## config.mk

```make
export PLATFORM = sky130hd
export DESIGN_NAME = shift194_load_sequencer_flat
export DESIGN_NICKNAME = d
export VERILOG_FILES = /design/src/rtl/shift194_load_sequencer_if.sv /design/src/rtl/shift194_load_sequencer.sv /design/src/flat_wrapper.sv
export SDC_FILE = /design/constraint.sdc
export NUM_CORES = 1
export LEC_CHECK = 0
export ABC_AREA = 1
export BUFFER_PORTS_ARGS = -buffer_cell sky130_fd_sc_hd__buf_2
export CAP_MARGIN = 25
export CELL_PAD_IN_SITES_DETAIL_PLACEMENT = 1
export CELL_PAD_IN_SITES_GLOBAL_PLACEMENT = 1
export CORE_ASPECT_RATIO = 1.75
export CORE_UTILIZATION = 46
export CTS_BUF_LIST = sky130_fd_sc_hd__clkbuf_4 sky130_fd_sc_hd__clkbuf_8 sky130_fd_sc_hd__clkbuf_16
export DETAILED_ROUTE_END_ITERATION = 10
export PLACE_DENSITY_LB_ADDON = 0.2
export SETUP_SLACK_MARGIN = 0.2
export SKIP_LAST_GASP = 1
export SLEW_MARGIN = 0
export SYNTH_ARGS = -nofsm -noshare
export SYNTH_HDL_FRONTEND = slang
export SYNTH_SLANG_ARGS = --single-unit
```

## constraint.sdc

```tcl
create_clock -name CP -period 4.97 [get_ports CP]
set_clock_uncertainty 0.15 [all_clocks]
set_input_delay 0.2485 -clock CP [delete_from_list [all_inputs] [get_ports CP]]
set_output_delay 0.2485 -clock CP [all_outputs]
set_load 0.05 [all_outputs]
```

## src/rtl/shift194_load_sequencer_if.sv

```systemverilog
// Fetch-side handshake between the graphics ROM fetch logic (master) and the
// 194 load sequencer (slave). Plane p occupies fetch_data[4p+3:4p], D0 at the LSB.
interface shift194_load_sequencer_if #(
  parameter int PLANES = 3
);
  logic [4*PLANES-1:0] fetch_data;
  logic                fetch_vld;
  logic                fetch_rdy;

  modport master (output fetch_data, output fetch_vld, input fetch_rdy);
  modport slave  (input fetch_data, input fetch_vld, output fetch_rdy);
endinterface

```

## src/rtl/shift194_load_sequencer.sv

```systemverilog
// shift194_load_sequencer
// Buffers parallel bitplane words from the ROM fetch path and drives a bank of
// 74194-style 4-bit shift registers: one load per 4-pixel group, then three
// shifts whose direction is latched from flip at load time.
// Optional feature: define SHIFT194_UNDERRUN_CNT_EN to add the saturating
// 8-bit underrun_cnt output; without it only the sticky underrun flag exists.
module shift194_load_sequencer #(
  parameter int PLANES     = 3,
  parameter int FIFO_DEPTH = 2
) (
  input  logic                     CP,
  input  logic                     Reset,
  input  logic                     enable,
  input  logic                     pix_ce,
  input  logic                     flip,
  shift194_load_sequencer_if.slave fetch,
  output logic                     sh_S0,
  output logic                     sh_S1,
  output logic                     sh_cen,
  output logic                     sh_cr_n,
  output logic [4*PLANES-1:0]      sh_d,
  output logic                     underrun
`ifdef SHIFT194_UNDERRUN_CNT_EN
  ,
  output logic [7:0]               underrun_cnt
`endif
);

  localparam int DW = 4 * PLANES;
  localparam int PW = (FIFO_DEPTH > 1) ? $clog2(FIFO_DEPTH) : 1;
  localparam int CW = $clog2(FIFO_DEPTH + 1);

  typedef enum logic [1:0] {
    ST_IDLE  = 2'd0,
    ST_PRIME = 2'd1,
    ST_RUN   = 2'd2
  } state_t;

  state_t          state_q, state_d;
  logic [DW-1:0]   fifo_q [FIFO_DEPTH];
  logic [DW-1:0]   fifo_d [FIFO_DEPTH];
  logic [PW-1:0]   wr_ptr_q, wr_ptr_d;
  logic [PW-1:0]   rd_ptr_q, rd_ptr_d;
  logic [CW-1:0]   occ_q, occ_d;
  logic [1:0]      pix_cnt_q, pix_cnt_d;
  logic            dir_q, dir_d;
  logic            s0_q, s0_d;
  logic            s1_q, s1_d;
  logic            cen_q, cen_d;
  logic            cr_n_q, cr_n_d;
  logic [DW-1:0]   d_q, d_d;
  logic            underrun_q, underrun_d;
`ifdef SHIFT194_UNDERRUN_CNT_EN
  logic [7:0]      urun_cnt_q, urun_cnt_d;
`endif

  logic            full_s;
  logic            empty_s;
  logic            fetch_rdy_s;
  logic            push_s;
  logic            pop_s;
  logic            flush_s;
  logic [DW-1:0]   head_s;

  assign full_s      = (occ_q == CW'(FIFO_DEPTH));
  assign empty_s     = (occ_q == {CW{1'b0}});
  // The buffer only accepts data once the sequencer has left IDLE.
  assign fetch_rdy_s = !full_s && (state_q != ST_IDLE);
  assign push_s      = fetch.fetch_vld && fetch_rdy_s;
  assign head_s      = fifo_q[rd_ptr_q];

  // Sequencer next-state and next registered outputs.
  always_comb begin
    state_d    = state_q;
    pix_cnt_d  = pix_cnt_q;
    dir_d      = dir_q;
    s0_d       = s0_q;
    s1_d       = s1_q;
    cen_d      = 1'b0;
    cr_n_d     = cr_n_q;
    d_d        = d_q;
    underrun_d = underrun_q;
    pop_s      = 1'b0;
    flush_s    = 1'b0;
`ifdef SHIFT194_UNDERRUN_CNT_EN
    urun_cnt_d = urun_cnt_q;
`endif
    if (!enable) begin
      // Dropping enable abandons the group in flight and clears the bank.
      state_d    = ST_IDLE;
      flush_s    = 1'b1;
      cr_n_d     = 1'b0;
      s0_d       = 1'b0;
      s1_d       = 1'b0;
      d_d        = {DW{1'b0}};
      underrun_d = 1'b0;
      pix_cnt_d  = 2'd0;
`ifdef SHIFT194_UNDERRUN_CNT_EN
      urun_cnt_d = 8'd0;
`endif
    end else begin
      case (state_q)
        ST_IDLE: begin
          state_d = ST_PRIME;
          flush_s = 1'b1;
          cr_n_d  = 1'b1;
`ifdef SHIFT194_UNDERRUN_CNT_EN
          urun_cnt_d = 8'd0;
`endif
        end
        ST_PRIME: begin
          cr_n_d = 1'b1;
          if (!empty_s) begin
            state_d   = ST_RUN;
            pix_cnt_d = 2'd0;
          end else begin
            state_d = ST_PRIME;
          end
        end
        ST_RUN: begin
          cr_n_d = 1'b1;
          if (pix_ce) begin
            pix_cnt_d = pix_cnt_q + 2'd1;
            if (pix_cnt_q == 2'd0) begin
              if (!empty_s) begin
                pop_s = 1'b1;
                d_d   = head_s;
                s1_d  = 1'b1;
                s0_d  = 1'b1;
                dir_d = flip;
                cen_d = 1'b1;
              end else begin
                // Nothing to load: blank this group and flag it.
                cr_n_d     = 1'b0;
                underrun_d = 1'b1;
`ifdef SHIFT194_UNDERRUN_CNT_EN
                if (urun_cnt_q != 8'hFF) begin
                  urun_cnt_d = urun_cnt_q + 8'd1;
                end else begin
                  urun_cnt_d = urun_cnt_q;
                end
`endif
              end
            end else begin
              // dir 0 -> shift right (01), dir 1 -> shift left (10).
              s1_d  = dir_q;
              s0_d  = !dir_q;
              cen_d = 1'b1;
            end
          end else begin
            pix_cnt_d = pix_cnt_q;
          end
        end
        default: begin
          state_d = ST_IDLE;
          flush_s = 1'b1;
          cr_n_d  = 1'b0;
        end
      endcase
    end
  end

  // Fetch buffer bookkeeping: storage write, pointers and occupancy.
  always_comb begin
    fifo_d   = fifo_q;
    wr_ptr_d = wr_ptr_q;
    rd_ptr_d = rd_ptr_q;
    occ_d    = occ_q;
    if (flush_s) begin
      wr_ptr_d = {PW{1'b0}};
      rd_ptr_d = {PW{1'b0}};
      occ_d    = {CW{1'b0}};
    end else begin
      if (push_s) begin
        fifo_d[wr_ptr_q] = fetch.fetch_data;
        wr_ptr_d         = wr_ptr_q + PW'(1'b1);
      end else begin
        wr_ptr_d = wr_ptr_q;
      end
      if (pop_s) begin
        rd_ptr_d = rd_ptr_q + PW'(1'b1);
      end else begin
        rd_ptr_d = rd_ptr_q;
      end
      case ({push_s, pop_s})
        2'b10:   occ_d = occ_q + CW'(1'b1);
        2'b01:   occ_d = occ_q - CW'(1'b1);
        default: occ_d = occ_q;
      endcase
    end
  end

  // State, buffer and output registers; Reset clears everything immediately.
  always_ff @(posedge CP or posedge Reset) begin
    if (Reset) begin
      state_q    <= ST_IDLE;
      for (int i = 0; i < FIFO_DEPTH; i++) begin
        fifo_q[i] <= {DW{1'b0}};
      end
      wr_ptr_q   <= {PW{1'b0}};
      rd_ptr_q   <= {PW{1'b0}};
      occ_q      <= {CW{1'b0}};
      pix_cnt_q  <= 2'd0;
      dir_q      <= 1'b0;
      s0_q       <= 1'b0;
      s1_q       <= 1'b0;
      cen_q      <= 1'b0;
      cr_n_q     <= 1'b0;
      d_q        <= {DW{1'b0}};
      underrun_q <= 1'b0;
`ifdef SHIFT194_UNDERRUN_CNT_EN
      urun_cnt_q <= 8'd0;
`endif
    end else begin
      state_q    <= state_d;
      fifo_q     <= fifo_d;
      wr_ptr_q   <= wr_ptr_d;
      rd_ptr_q   <= rd_ptr_d;
      occ_q      <= occ_d;
      pix_cnt_q  <= pix_cnt_d;
      dir_q      <= dir_d;
      s0_q       <= s0_d;
      s1_q       <= s1_d;
      cen_q      <= cen_d;
      cr_n_q     <= cr_n_d;
      d_q        <= d_d;
      underrun_q <= underrun_d;
`ifdef SHIFT194_UNDERRUN_CNT_EN
      urun_cnt_q <= urun_cnt_d;
`endif
    end
  end

  assign fetch.fetch_rdy = fetch_rdy_s;
  assign sh_S0           = s0_q;
  assign sh_S1           = s1_q;
  assign sh_cen          = cen_q;
  assign sh_cr_n         = cr_n_q;
  assign sh_d            = d_q;
  assign underrun        = underrun_q;
`ifdef SHIFT194_UNDERRUN_CNT_EN
  assign underrun_cnt    = urun_cnt_q;
`endif

endmodule

```

## src/flat_wrapper.sv

```systemverilog
// flat-port wrapper written by rule: the top's interface ports become plain ports
module shift194_load_sequencer_flat 
#(
  parameter int PLANES     = 3,
  parameter int FIFO_DEPTH = 2
)
  (CP, Reset, enable, pix_ce, flip, sh_S0, sh_S1, sh_cen, sh_cr_n, sh_d, underrun, fetch_fetch_data, fetch_fetch_vld, fetch_fetch_rdy);
  shift194_load_sequencer_if #(.PLANES(PLANES)) fetch_i ();
  input  logic CP;
  input  logic Reset;
  input  logic enable;
  input  logic pix_ce;
  input  logic flip;
  output logic sh_S0;
  output logic sh_S1;
  output logic sh_cen;
  output logic sh_cr_n;
  output logic [4*PLANES-1:0] sh_d;
  output logic underrun;
  input wire logic [$bits(fetch_i.fetch_data)-1:0] fetch_fetch_data;
  input wire logic [$bits(fetch_i.fetch_vld)-1:0] fetch_fetch_vld;
  output wire logic [$bits(fetch_i.fetch_rdy)-1:0] fetch_fetch_rdy;
  assign fetch_i.fetch_data = fetch_fetch_data;
  assign fetch_i.fetch_vld = fetch_fetch_vld;
  assign fetch_fetch_rdy = fetch_i.fetch_rdy;
  shift194_load_sequencer #(.PLANES(PLANES), .FIFO_DEPTH(FIFO_DEPTH)) u_core (.CP(CP), .Reset(Reset), .enable(enable), .pix_ce(pix_ce), .flip(flip), .fetch(fetch_i), .sh_S0(sh_S0), .sh_S1(sh_S1), .sh_cen(sh_cen), .sh_cr_n(sh_cr_n), .sh_d(sh_d), .underrun(underrun));
endmodule
```

-- Word level (Yosys, flattened, before mapping)
Cells that the tools add are included.
- add/subtract/negate cells: 5
- muxes and demuxes: 52
- reduce and logical (&&, ||, !) cells: 20
- equal/unequal tests: 15
- bitwise operators: 4
- magnitude comparators: 3
- operator list (kind ; count):
    $mux W12 ; 9
    $mux W1 ; 31
    $bwmux W24 ; 1
    $demux W12 S1 ; 1
    $mux W2 ; 6
    $ne A3 B3 Y1 const B ; 3
    $ne A2 B1 Y1 const B ; 4
    $pmux W2 S2 ; 2
    $reduce_and A4 Y1 ; 2
    $eq A2 B2 Y1 const B ; 3
    $logic_not A2 Y1 ; 3
    $pmux W2 S3 ; 1
    $reduce_and A3 Y1 ; 2
    $reduce_bool A2 Y1 ; 3
    $reduce_and A5 Y1 ; 1
    $add A2 B1 Y2 const B ; 2
    $eq A2 B1 Y1 const B ; 2
    $ge A2 B2 Y1 const B ; 2
    $ne A2 B2 Y1 const B ; 2
    $not A1 Y2 ; 2
    $reduce_or A2 Y1 ; 2
    $logic_and A1 B1 Y1 ; 3
    $ne A3 B1 Y1 const B ; 1
    $reduce_bool A3 Y1 ; 1
    other kinds (7) ; 10
- register bits after elaboration: 50
- output and inout port bits: 18

-- Logic depth before layout (Yosys ltp)
Gate-level depths: netlist of run 1.
- depth after elaboration: 9
- depth in mapped cells: 11
- mapped depth without buffers: 11

-- Least setup slack after synthesis of run 1
OpenSTA, ideal clock, no wires.
- path type: reg2reg
- from: register u_core.state_q[0]
- to: register u_core.occ_q[1]
- cell stages (with the launch flop): 11
- period minus slack after synthesis: 1.812 ns
- setup time: 0.065 ns
- slack: 3.158 ns
- arrival: 1.597 ns
- buffers on the path: 1
- cell sequence: dfrtp_1 > inv_1 > ha_1 > inv_1 > nand3_4 > buf_4 > ha_1 > inv_1 > nor2_1 > nand2_1 > nand2_1
- longest elaborated chain between the ends: 6
- RTL lines (element ; line ; RTL):
    start, declared ; shift194_load_sequencer.sv:39 ; state_t state_q, state_d;
    start signal, assigned ; shift194_load_sequencer.sv:215 ; state_q <= state_d;
    $eq A2 B2 Y1 / $reduce_bool A2 Y1 (equally long branches) ; shift194_load_sequencer.sv:102, shift194_load_sequencer.sv:68 ;
    $mux W1 / $logic_and A1 B1 Y1 (equally long branches) ; shift194_load_sequencer.sv:102, shift194_load_sequencer.sv:68 ;
    $mux W1 / $logic_and A1 B1 Y1 (equally long branches) ; shift194_load_sequencer.sv:88, shift194_load_sequencer.sv:69 ;
    $eq A2 B1 Y1 / $eq A2 B2 Y1 (equally long branches) ; shift194_load_sequencer.sv:185 ; case ({push_s, pop_s})
    $pmux W2 S2 ; shift194_load_sequencer.sv:185 ;
    $mux W2 ; shift194_load_sequencer.sv:169 ; if (flush_s) begin
    end signal, assigned ; shift194_load_sequencer.sv:202 ; occ_q <= {CW{1'b0}};
    end, declared ; shift194_load_sequencer.sv:44 ; logic [CW-1:0] occ_q, occ_d;
Several ways; a longest one is shown, not always the timed one.
A chain may end at the register's enable or synchronous reset.

-- Final worst setup path of run 1
- from: register u_core.state_q[0]
- to: output fetch_fetch_rdy
- longest elaborated chain between the ends: 2
- RTL lines (element ; line ; RTL):
    $reduce_bool A2 Y1 ; shift194_load_sequencer.sv:68 ; assign fetch_rdy_s = !full_s && (state_q != ST_IDLE);
    $logic_and A1 B1 Y1 ; shift194_load_sequencer.sv:68 ;
    end, declared ; flat_wrapper.sv:22 ; output wire logic [$bits(fetch_i.fetch_rdy)-1:0] fetch_fetch_rdy;
No other way between the ends.

==> impl_results.rst, run 1 <==
.. list-table::
   :header-rows: 1

   * - Metric
     - Value
   * - Count of flip-flops with a built-in enable after synthesis
     - 0
   * - CTS tree
     - done
   * - Status
     - completed
   * - Post-route cell area
     - slightly below 0.003 mm^2
   * - Worst setup path category
     - flop to output pin
   * - Setup Total Neg Slack
     - 0 ns
   * - TritonCTS Sinks
     - 50
   * - Area of the core region
     - between 0.005 and 0.006 mm^2
   * - Crit share post-route
     - 47.4%
   * - Measured slew at the worst slew-check pin
     - around 0.9 ns
   * - Post-Synthesis Cells
     - between 300 and 400
   * - 1st-iter DRT viols
     - 56
   * - Sequential element share of the synthesized area
     - a little under half
   * - Setup-failing EPs final
     - 0
   * - Total half-perimeter wirelength after legalization and detailed placement
     - approximately 4400 um
   * - Number of buffers inserted by post-CTS setup repair
     - 0
   * - Layout cell share with drive strength beyond 1
     - between 15 and 20%
   * - Critical path capture point type
     - output pin
   * - Placement-stage cell area
     - between 0.002 and 0.003 mm^2
   * - Number of buffers created by CTS
     - 5
   * - Average wire length per cell after detail routing
     - roughly 15 um
   * - Type of element launching the critical path
     - flop
   * - Nets
     - roughly 370
   * - Vias after detailed routing
     - between 2000 and 2500
   * - Synth warnings
     - 0
   * - Number of rows in the core area
     - 36
   * - Largest area contributor in the netlist
     - sky130_fd_sc_hd__dfrtp_1
   * - Number of nets still failing antenna checks after routing
     - 0
   * - Power Density
     - between 300 and 400 mW/mm^2
   * - Worst rel slew slack
     - 40.0%
   * - Maximum buffer depth of the clock tree
     - 2
   * - PostCTS Resize Cnt
     - 0
   * - Worst ir drop on vdd
     - 0.158 mV
   * - Initial antenna violation count
     - 0
   * - Max_cap viols
     - 0
   * - Post-route DRC
     - 0
   * - Async S/R FF share, synth
     - 100%
   * - Highest net fanout along the worst path
     - 25
   * - Distinct cells, synth
     - 25
   * - Count of input and output buffers
     - 35
   * - Slew Limit Fails
     - 0
   * - Mean Syn Cell Area
     - 8.16 um^2
   * - Area of the mapped netlist
     - approximately 0.0026 mm^2
   * - Initial Utilization
     - between 40% and 50%
   * - Clock transition at the registers of the reported paths
     - 0.09 ns
   * - Largest net degree at the start of global routing
     - 40
   * - Proportion of netlist area held by the largest area contributor
     - between 40% and 50%
   * - TritonRoute pass-1 iters
     - 4
   * - RSZ-0062 raised after global routing
     - false
   * - Total wirelength of the detailed-routed design
     - 6270 um
   * - Critical path required time
     - about 4.6 ns
   * - Top cells by area in the synthesized netlist
     - sky130_fd_sc_hd__dfrtp_1, sky130_fd_sc_hd__nand2_1, sky130_fd_sc_hd__nand4_1
   * - Level count of the clock H-tree
     - 2
   * - Count of final hold-check violations
     - 0
   * - Area Growth Syn to Fin
     - 11.9%
   * - Horizontal die dimension
     - around 60 um
   * - Number of buffers added to fix hold violations after cts
     - 1
   * - Lkg Pwr
     - 0.00156 uW
   * - Most used DFF post-synth
     - sky130_fd_sc_hd__dfrtp_1
   * - Count of boundary I/O pins
     - 36
   * - Diode count
     - 0
   * - Total global-route track usage
     - about a quarter
   * - Skew-Pair Late Insertion Delay
     - between 0.3 and 0.4 ns
   * - Clock root buffer
     - sky130_fd_sc_hd__clkbuf_8
   * - Final global-route overflow total
     - 0
   * - Global placement routability congestion
     - roughly 0.78
   * - Total of flip-flops plus latches after synthesis
     - 50
   * - Via count of the first global-routing pass
     - roughly 2200
   * - Total nets after synthesis
     - 346
   * - Hold crit path type
     - input port to flop
   * - Achievable clock frequency
     - about 420 MHz
   * - Routed vias/inst
     - 5.19
   * - Height of the die
     - 102 um
   * - Final core occ
     - a little over half
   * - Overall die area
     - about 0.006 mm^2
   * - Crit path arrival time
     - approximately 2.0 ns
   * - Tmin final
     - 2.36 ns
   * - Global-route wire length before repair
     - about 11000 um
[flip-flops by register name, indices dropped and copies added (netlist names)]
signal            flops
u_core.sh_cen         1
u_core.sh_cr_n        1
u_core.state_q        2
u_core.underrun       1
u_core.sh_S0          1
u_core.rd_ptr_q       1
u_core.dir_q          1
u_core.wr_ptr_q       1
u_core.occ_q          2
u_core.fifo_q        24
u_core.sh_S1          1
u_core.sh_d          12
u_core.pix_cnt_q      2
[where the power goes]
part | switching [uW] | internal [uW] | leakage (uW)
sequential | 15.7 | 450 | 0.000613
clock | 137 | 162 | 0.0000593
combinational | 109 | 59.6 | 0.000887
total | 261 | 672 | 0.00156
[cells by family (layout without fill, tap and decap cells)]
family	after synthesis	count (layout)	share of synthesized area, %
AND/OR/NAND/NOR	158	158	27.9
buffers and inverters	63	90	10.3
flip-flops	50	50	47.6
AO/OA/AOI/OAI	45	45	11.3
adder cells (fa/ha/maj)	6	6	2.86
[layout make-up]
| type | count | area [um^2] |
|---|---|---|
| fillers | 719 | 2600 |
| clock buffers | 7 | 83.8 |
| flip-flops and latches | 50 | 1250 |
| repair buffers | 37 | 205 |
| inverters | 45 | 169 |
| multi-input cells | 209 | 1100 |
| well taps | 76 | 95.1 |
| clock inverters | 1 | 30.0 |
[path summary, 6_finish.rpt]
| check | startpoint | to | slack (ns) | depth (start not counted) |
|---|---|---|---|---|
| max | u_core.state_q[0] | fetch_fetch_rdy | 2.61 | 4 |
| min | flip | u_core.dir_q | 0.002 | 3 |
| max reg2reg | u_core.state_q[0] | u_core.occ_q[1] | 2.78 | 9 |
| min reg2reg | u_core.sh_S0 | u_core.sh_S0 | 0.32 | 2 |
| max in group asynchronous | Reset | u_core.fifo_q[0] | 3.90 | 4 |
| min in group asynchronous | Reset | u_core.sh_d[4] | 0.27 | 3 |
[cells in the mapped netlist (2+ instances only)]
| cell | count |
|---|---|
| sky130_fd_sc_hd__a21oi_1 | 2 |
| sky130_fd_sc_hd__buf_2 | 9 |
| sky130_fd_sc_hd__buf_4 | 6 |
| sky130_fd_sc_hd__clkbuf_1 | 3 |
| sky130_fd_sc_hd__dfrtp_1 | 50 |
| sky130_fd_sc_hd__ha_1 | 6 |
| sky130_fd_sc_hd__inv_1 | 42 |
| sky130_fd_sc_hd__inv_2 | 3 |
| sky130_fd_sc_hd__nand2_1 | 95 |
| sky130_fd_sc_hd__nand2_2 | 2 |
| sky130_fd_sc_hd__nand3_1 | 18 |
| sky130_fd_sc_hd__nand4_1 | 29 |
| sky130_fd_sc_hd__nor2_1 | 5 |
| sky130_fd_sc_hd__nor2_2 | 3 |
| sky130_fd_sc_hd__o21ai_0 | 16 |
| sky130_fd_sc_hd__o21bai_1 | 24 |
[through the flow]
step,hold slack [ns],instances,setup slack [ns],power (uW)
after floorplan,0.208,322,3.16,596
after global placement,0.300,415,2.84,633
after detailed placement,0.0545,416,2.80,643
after CTS,0.000748,425,2.61,940
after global routing,0.00429,425,2.46,986
final,0.00237,425,2.61,933
[layer usage]
metal	global-route usage, %	vias to the layer above	share of wire (%)
met1	28.8	1060	43
met3	3.29	6	2.8
met5	0	-	0
met2	41.7	45	53
li1	-	1093	-
met4	6.59	0	1.4
[cell usage in the layout, fill, tap and decap left out, drive strengths merged]
cell type,n
dfrtp,50
nand4,29
or2,2
a31oi,1
inv,45
o21ai,17
nand3b,1
nor3,1
ha,6
clkbuf,7
o21bai,24
nor2,9
nand3,19
dlygate4sd3,1
bufinv,1
nand2,97
buf,36
a21oi,3
[critical path, cell delays in order (launching register included)]
cell                      delay, ns
sky130_fd_sc_hd__dfrtp_1       0.41
sky130_fd_sc_hd__inv_1         0.08
sky130_fd_sc_hd__ha_1          0.26
sky130_fd_sc_hd__a21oi_4       0.52
sky130_fd_sc_hd__buf_2         0.38
Note: power is estimated with default switching activity, not from simulation.
==> run 2: changes to the inputs <==
--- a/config.mk
+++ b/config.mk
@@ -11,7 +11,7 @@
 export CELL_PAD_IN_SITES_DETAIL_PLACEMENT = 1
 export CELL_PAD_IN_SITES_GLOBAL_PLACEMENT = 1
 export CORE_ASPECT_RATIO = 1.75
-export CORE_UTILIZATION = 46
+export CORE_UTILIZATION = 42
 export CTS_BUF_LIST = sky130_fd_sc_hd__clkbuf_4 sky130_fd_sc_hd__clkbuf_8 sky130_fd_sc_hd__clkbuf_16
 export DETAILED_ROUTE_END_ITERATION = 10
 export PLACE_DENSITY_LB_ADDON = 0.2
==> constraint.sdc (replaced) <==
create_clock -name CP -period 2.2 [get_ports CP]
set_clock_uncertainty 0.15 [all_clocks]
set_input_delay 0.11 -clock CP [delete_from_list [all_inputs] [get_ports CP]]
set_output_delay 0.11 -clock CP [all_outputs]
set_load 0.05 [all_outputs]
==> run 2 against run 1 <==
Clock-buffer cell count down 2. Clock power increased by 71%. Die area grew 9.3%. Register-to-register slack got worse by 2.5 ns. Final cell count grew 5.9%. Core utilization fell by 0.61 points. Sequential cell count is the same. Worst setup slack worse by 2.3 ns.
==> impl_results.rst, run 2 (same netlist as run 1, synthesis figures left out) <==
.. list-table::
   :header-rows: 1

   * - Metric
     - Value
   * - CP dominant cell by count
     - sky130_fd_sc_hd__nand2_1
   * - Final worst setup slack
     - 0.292 ns (was 2.61 ns)
   * - Routed vias/inst
     - 5.23 (was 5.19)
   * - Number of rows in the core area
     - 37 (was 36)
   * - Layout cell share with drive strength beyond 1
     - 19.4% (was 16.3%)
   * - TritonRoute pass-1 iters
     - 4 (unchanged)
   * - Power Density
     - 634 mW/mm^2 (was 317 mW/mm^2)
   * - Count of input and output buffers
     - 35 (unchanged)
   * - Status
     - completed (unchanged)
   * - Largest incremental delay on the critical path
     - 0.41 ns (was 0.52 ns)
   * - RSZ-0062 raised after global routing
     - true (was false)
   * - Final Total Pwr
     - 1980 uW (was 933 uW)
   * - Diode count
     - 0 (unchanged)
   * - Cell with the largest stage delay on the worst path
     - sky130_fd_sc_hd__dfrtp_1 (was sky130_fd_sc_hd__a21oi_4)
   * - Clock transition at the registers of the reported paths
     - 0.09 ns (about the same)
   * - Initial Utilization
     - 44.0% (was 47.4%)
   * - Metal2 WL
     - 3740 um (was 3300 um)
   * - P_sw
     - 591 uW (was 261 uW)
   * - Total met3 wirelength after detailed routing
     - 224 um (was 174 um)
   * - Level count of the clock H-tree
     - 2 (unchanged)
   * - Worst ir drop on vdd
     - 0.423 mV (was 0.158 mV)
   * - Skew-Pair Late Insertion Delay
     - 0.30 ns (was 0.31 ns)
   * - Critical path capture point type
     - flop (was output pin)
   * - Type of element launching the critical path
     - flop (unchanged)
   * - CP Launch Point
     - u_core.state_q[0] (unchanged)
   * - Largest net degree at the start of global routing
     - 27 (was 40)
   * - Worst rel slew slack
     - 64.4% (was 40.0%)
   * - Most common library cell in the layout ignoring fill and taps
     - sky130_fd_sc_hd__nand2_1 (unchanged)
   * - Register share of total power
     - 53.0% (was 50.0%)
   * - Number of nets still failing antenna checks after routing
     - 0 (unchanged)
   * - CTS tree
     - done (unchanged)
   * - Average wire length per cell after detail routing
     - 15.3 um (was 14.8 um)
   * - Total wirelength of the detailed-routed design
     - 6900 um (was 6270 um)
   * - Overall die area
     - 0.00659 mm^2 (was 0.00603 mm^2)
   * - Max layer used
     - met4 (unchanged)
   * - R2r setup slk
     - 0.29 ns (was 2.78 ns)
   * - Max_cap viols
     - 0 (unchanged)
   * - Initial antenna violation count
     - 0 (unchanged)
   * - Launch instance of the worst register-to-register path
     - u_core.state_q[0] (unchanged)
   * - Number of buffers created by CTS
     - 5 (unchanged)
   * - Flip-flop count of the largest register after layout
     - 24 (unchanged)
   * - Tmin final
     - between 1.5 and 2 ns
   * - Worst slack after detailed placement
     - 0.230 ns (was 2.80 ns)
   * - Highest net fanout along the worst path
     - 12 (was 25)
   * - Worst flop-to-flop path endpoint
     - u_core.fifo_q[0] (was u_core.occ_q[1])
   * - Count of boundary I/O pins
     - 36 (unchanged)
   * - Clock root buffer
     - sky130_fd_sc_hd__clkbuf_8 (unchanged)
   * - Placed Cells incl. Taps
     - 426 (was 416)
   * - Count of final hold-check violations
     - 0 (unchanged)
   * - 1st-iter DRT viols
     - 84 (was 56)
   * - Sw frac
     - 29.8% (was 28.0%)
   * - Crit share post-route
     - roughly 87%
   * - Final core occ
     - 52.4% (was 53.0%)
   * - Area of the core region
     - 0.00597 mm^2 (was 0.00554 mm^2)
   * - Critical path required time
     - 2.24 ns (was 4.57 ns)
   * - Global placement routability congestion
     - 0.850 (was 0.775)
   * - Maximum buffer depth of the clock tree
     - 2 (unchanged)
   * - Setup Total Neg Slack
     - 0 ns (unchanged)
   * - FILL cells
     - 738 (was 719)
   * - Depth of the most critical reg-to-reg path
     - 7 (was 9)
   * - Via count of the first global-routing pass
     - 2507 (was 2248)
   * - TritonCTS Sinks
     - 50 (unchanged)
   * - Register name with the most flops
     - u_core.fifo_q (unchanged)
   * - Clock network fraction of total power
     - 25.7% (was 32.0%)
   * - Setup-failing EPs final
     - 0 (unchanged)
   * - Crit path arrival time
     - 1.95 ns (was 1.96 ns)
   * - Area Growth Syn to Fin
     - 19.2% (was 11.9%)
   * - Combinational share of power
     - 21.3% (was 18.1%)
   * - Global-route wire length before repair
     - 11900 um (was 10700 um)
   * - Measured slew at the worst slew-check pin
     - 0.535 ns (was 0.897 ns)
   * - Achievable clock frequency
     - approximately 520 MHz
   * - Slew Limit Fails
     - 0 (unchanged)
   * - Total half-perimeter wirelength after legalization and detailed placement
     - 4810 um (was 4400 um)
   * - Worst setup endpoint
     - u_core.fifo_q[0] (was fetch_fetch_rdy)
   * - Most frequent cells in the layout
     - sky130_fd_sc_hd__nand2_1, sky130_fd_sc_hd__dfrtp_1, sky130_fd_sc_hd__inv_1 (unchanged)
   * - Hold crit path type
     - input port to flop (unchanged)
   * - Lkg Pwr
     - 0.00164 uW (was 0.00156 uW)
   * - Vias after detailed routing
     - 2352 (was 2204)
   * - Nets
     - 396 (was 372)
   * - Sequence of cells on the critical path
     - inv_1, ha_1, nand2_2, inv_2, nand2_1, o21bai_1, nand2_1 (was inv_1, ha_1, a21oi_4, buf_2)
   * - Post-route DRC
     - 0 (unchanged)
   * - Height of the die
     - 107 um (was 102 um)
   * - Final global-route overflow total
     - 0 (unchanged)
   * - Detailed-routing wirelength on met1
     - 2750 um (was 2710 um)
   * - Post-route insts no fill
     - 450 (was 425)
   * - Worst setup path category
     - flop to flop (was flop to output pin)
   * - Internal portion of total power
     - 1390 uW (was 672 uW)
   * - Total global-route track usage
     - 24.2% (was 23.4%)
   * - Horizontal die dimension
     - 61.8 um (was 59.1 um)
==> run 2: routing by layer <==
metal	global-route usage (%)	up-vias
li1	-	1138
met4	8.89	0
met1	28.1	1154
met2	42.8	46
met5	0	-
met3	3.86	14
==> run 2: worst min-delay path by stage <==
stage | from | to | slack, ns | cells after the start
after floorplan | flip | u_core.dir_q | 0.07 | 2
after global placement | Reset | u_core.sh_d[4] | -0.08 | 2
after detailed placement | Reset | u_core.sh_d[4] | -0.07 | 2
after CTS | pix_ce | u_core.sh_cen | 0.005 | 3
after global routing | pix_ce | u_core.sh_cen | 0.05 | 3
final | pix_ce | u_core.sh_cen | 0.01 | 3
==> run 2: per-stage QoR <==
| stage | hold slack, ns | instance area (um^2) |
|---|---|---|
| floorplan | 0.0696 | 2630 |
| global placement | -0.0753 | 2870 |
| detailed placement | -0.0728 | 2870 |
| CTS | 0.00502 | 3120 |
| global route | 0.0504 | 3130 |
| finish | 0.0107 | 3130 |
==> run 2: final cells by class <==
type	instances	area (um^2)	area share, %
Sequential cell	50	1250	40.0
Multi-Input combinational cell	210	1130	36.2
Timing Repair Buffer	60	400	12.8
Inverter	45	169	5.39
Tap cell	78	97.6	3.12
Clock buffer	5	68.8	2.20
Clock inverter	2	10.0	0.320
==> run 2: what timing repair did <==
item / CTS / global route
gates cloned: 1 / 0
buffers inserted: 1 / 0
endpoints found under the hold margin: 77 / 0
endpoints found under the setup margin: 2 / 11
pin swaps: 0 / 0
hold buffers: 15 / 0
resized for setup: 1 / 6
==> run 2: worst max-delay path, delay by kind of cell, from the launching register on <==
| kind | cells | cell delay (ns) |
|---|---|---|
| simple gates | 3 | 0.49 |
| compound gates | 1 | 0.27 |
| buf+inv | 2 | 0.20 |
| flops | 1 | 0.41 |
| fa+ha+maj | 1 | 0.29 |
==> run 2: power groups by stage <==
stage                     registers [uW]  logic [uW]  clock network, uW
after floorplan                     1070         278                  0
after global placement              1070         377                  0
after detailed placement            1070         389                  0
after CTS                           1050         420                531
after global routing                1060         483                560
final                               1050         423                510
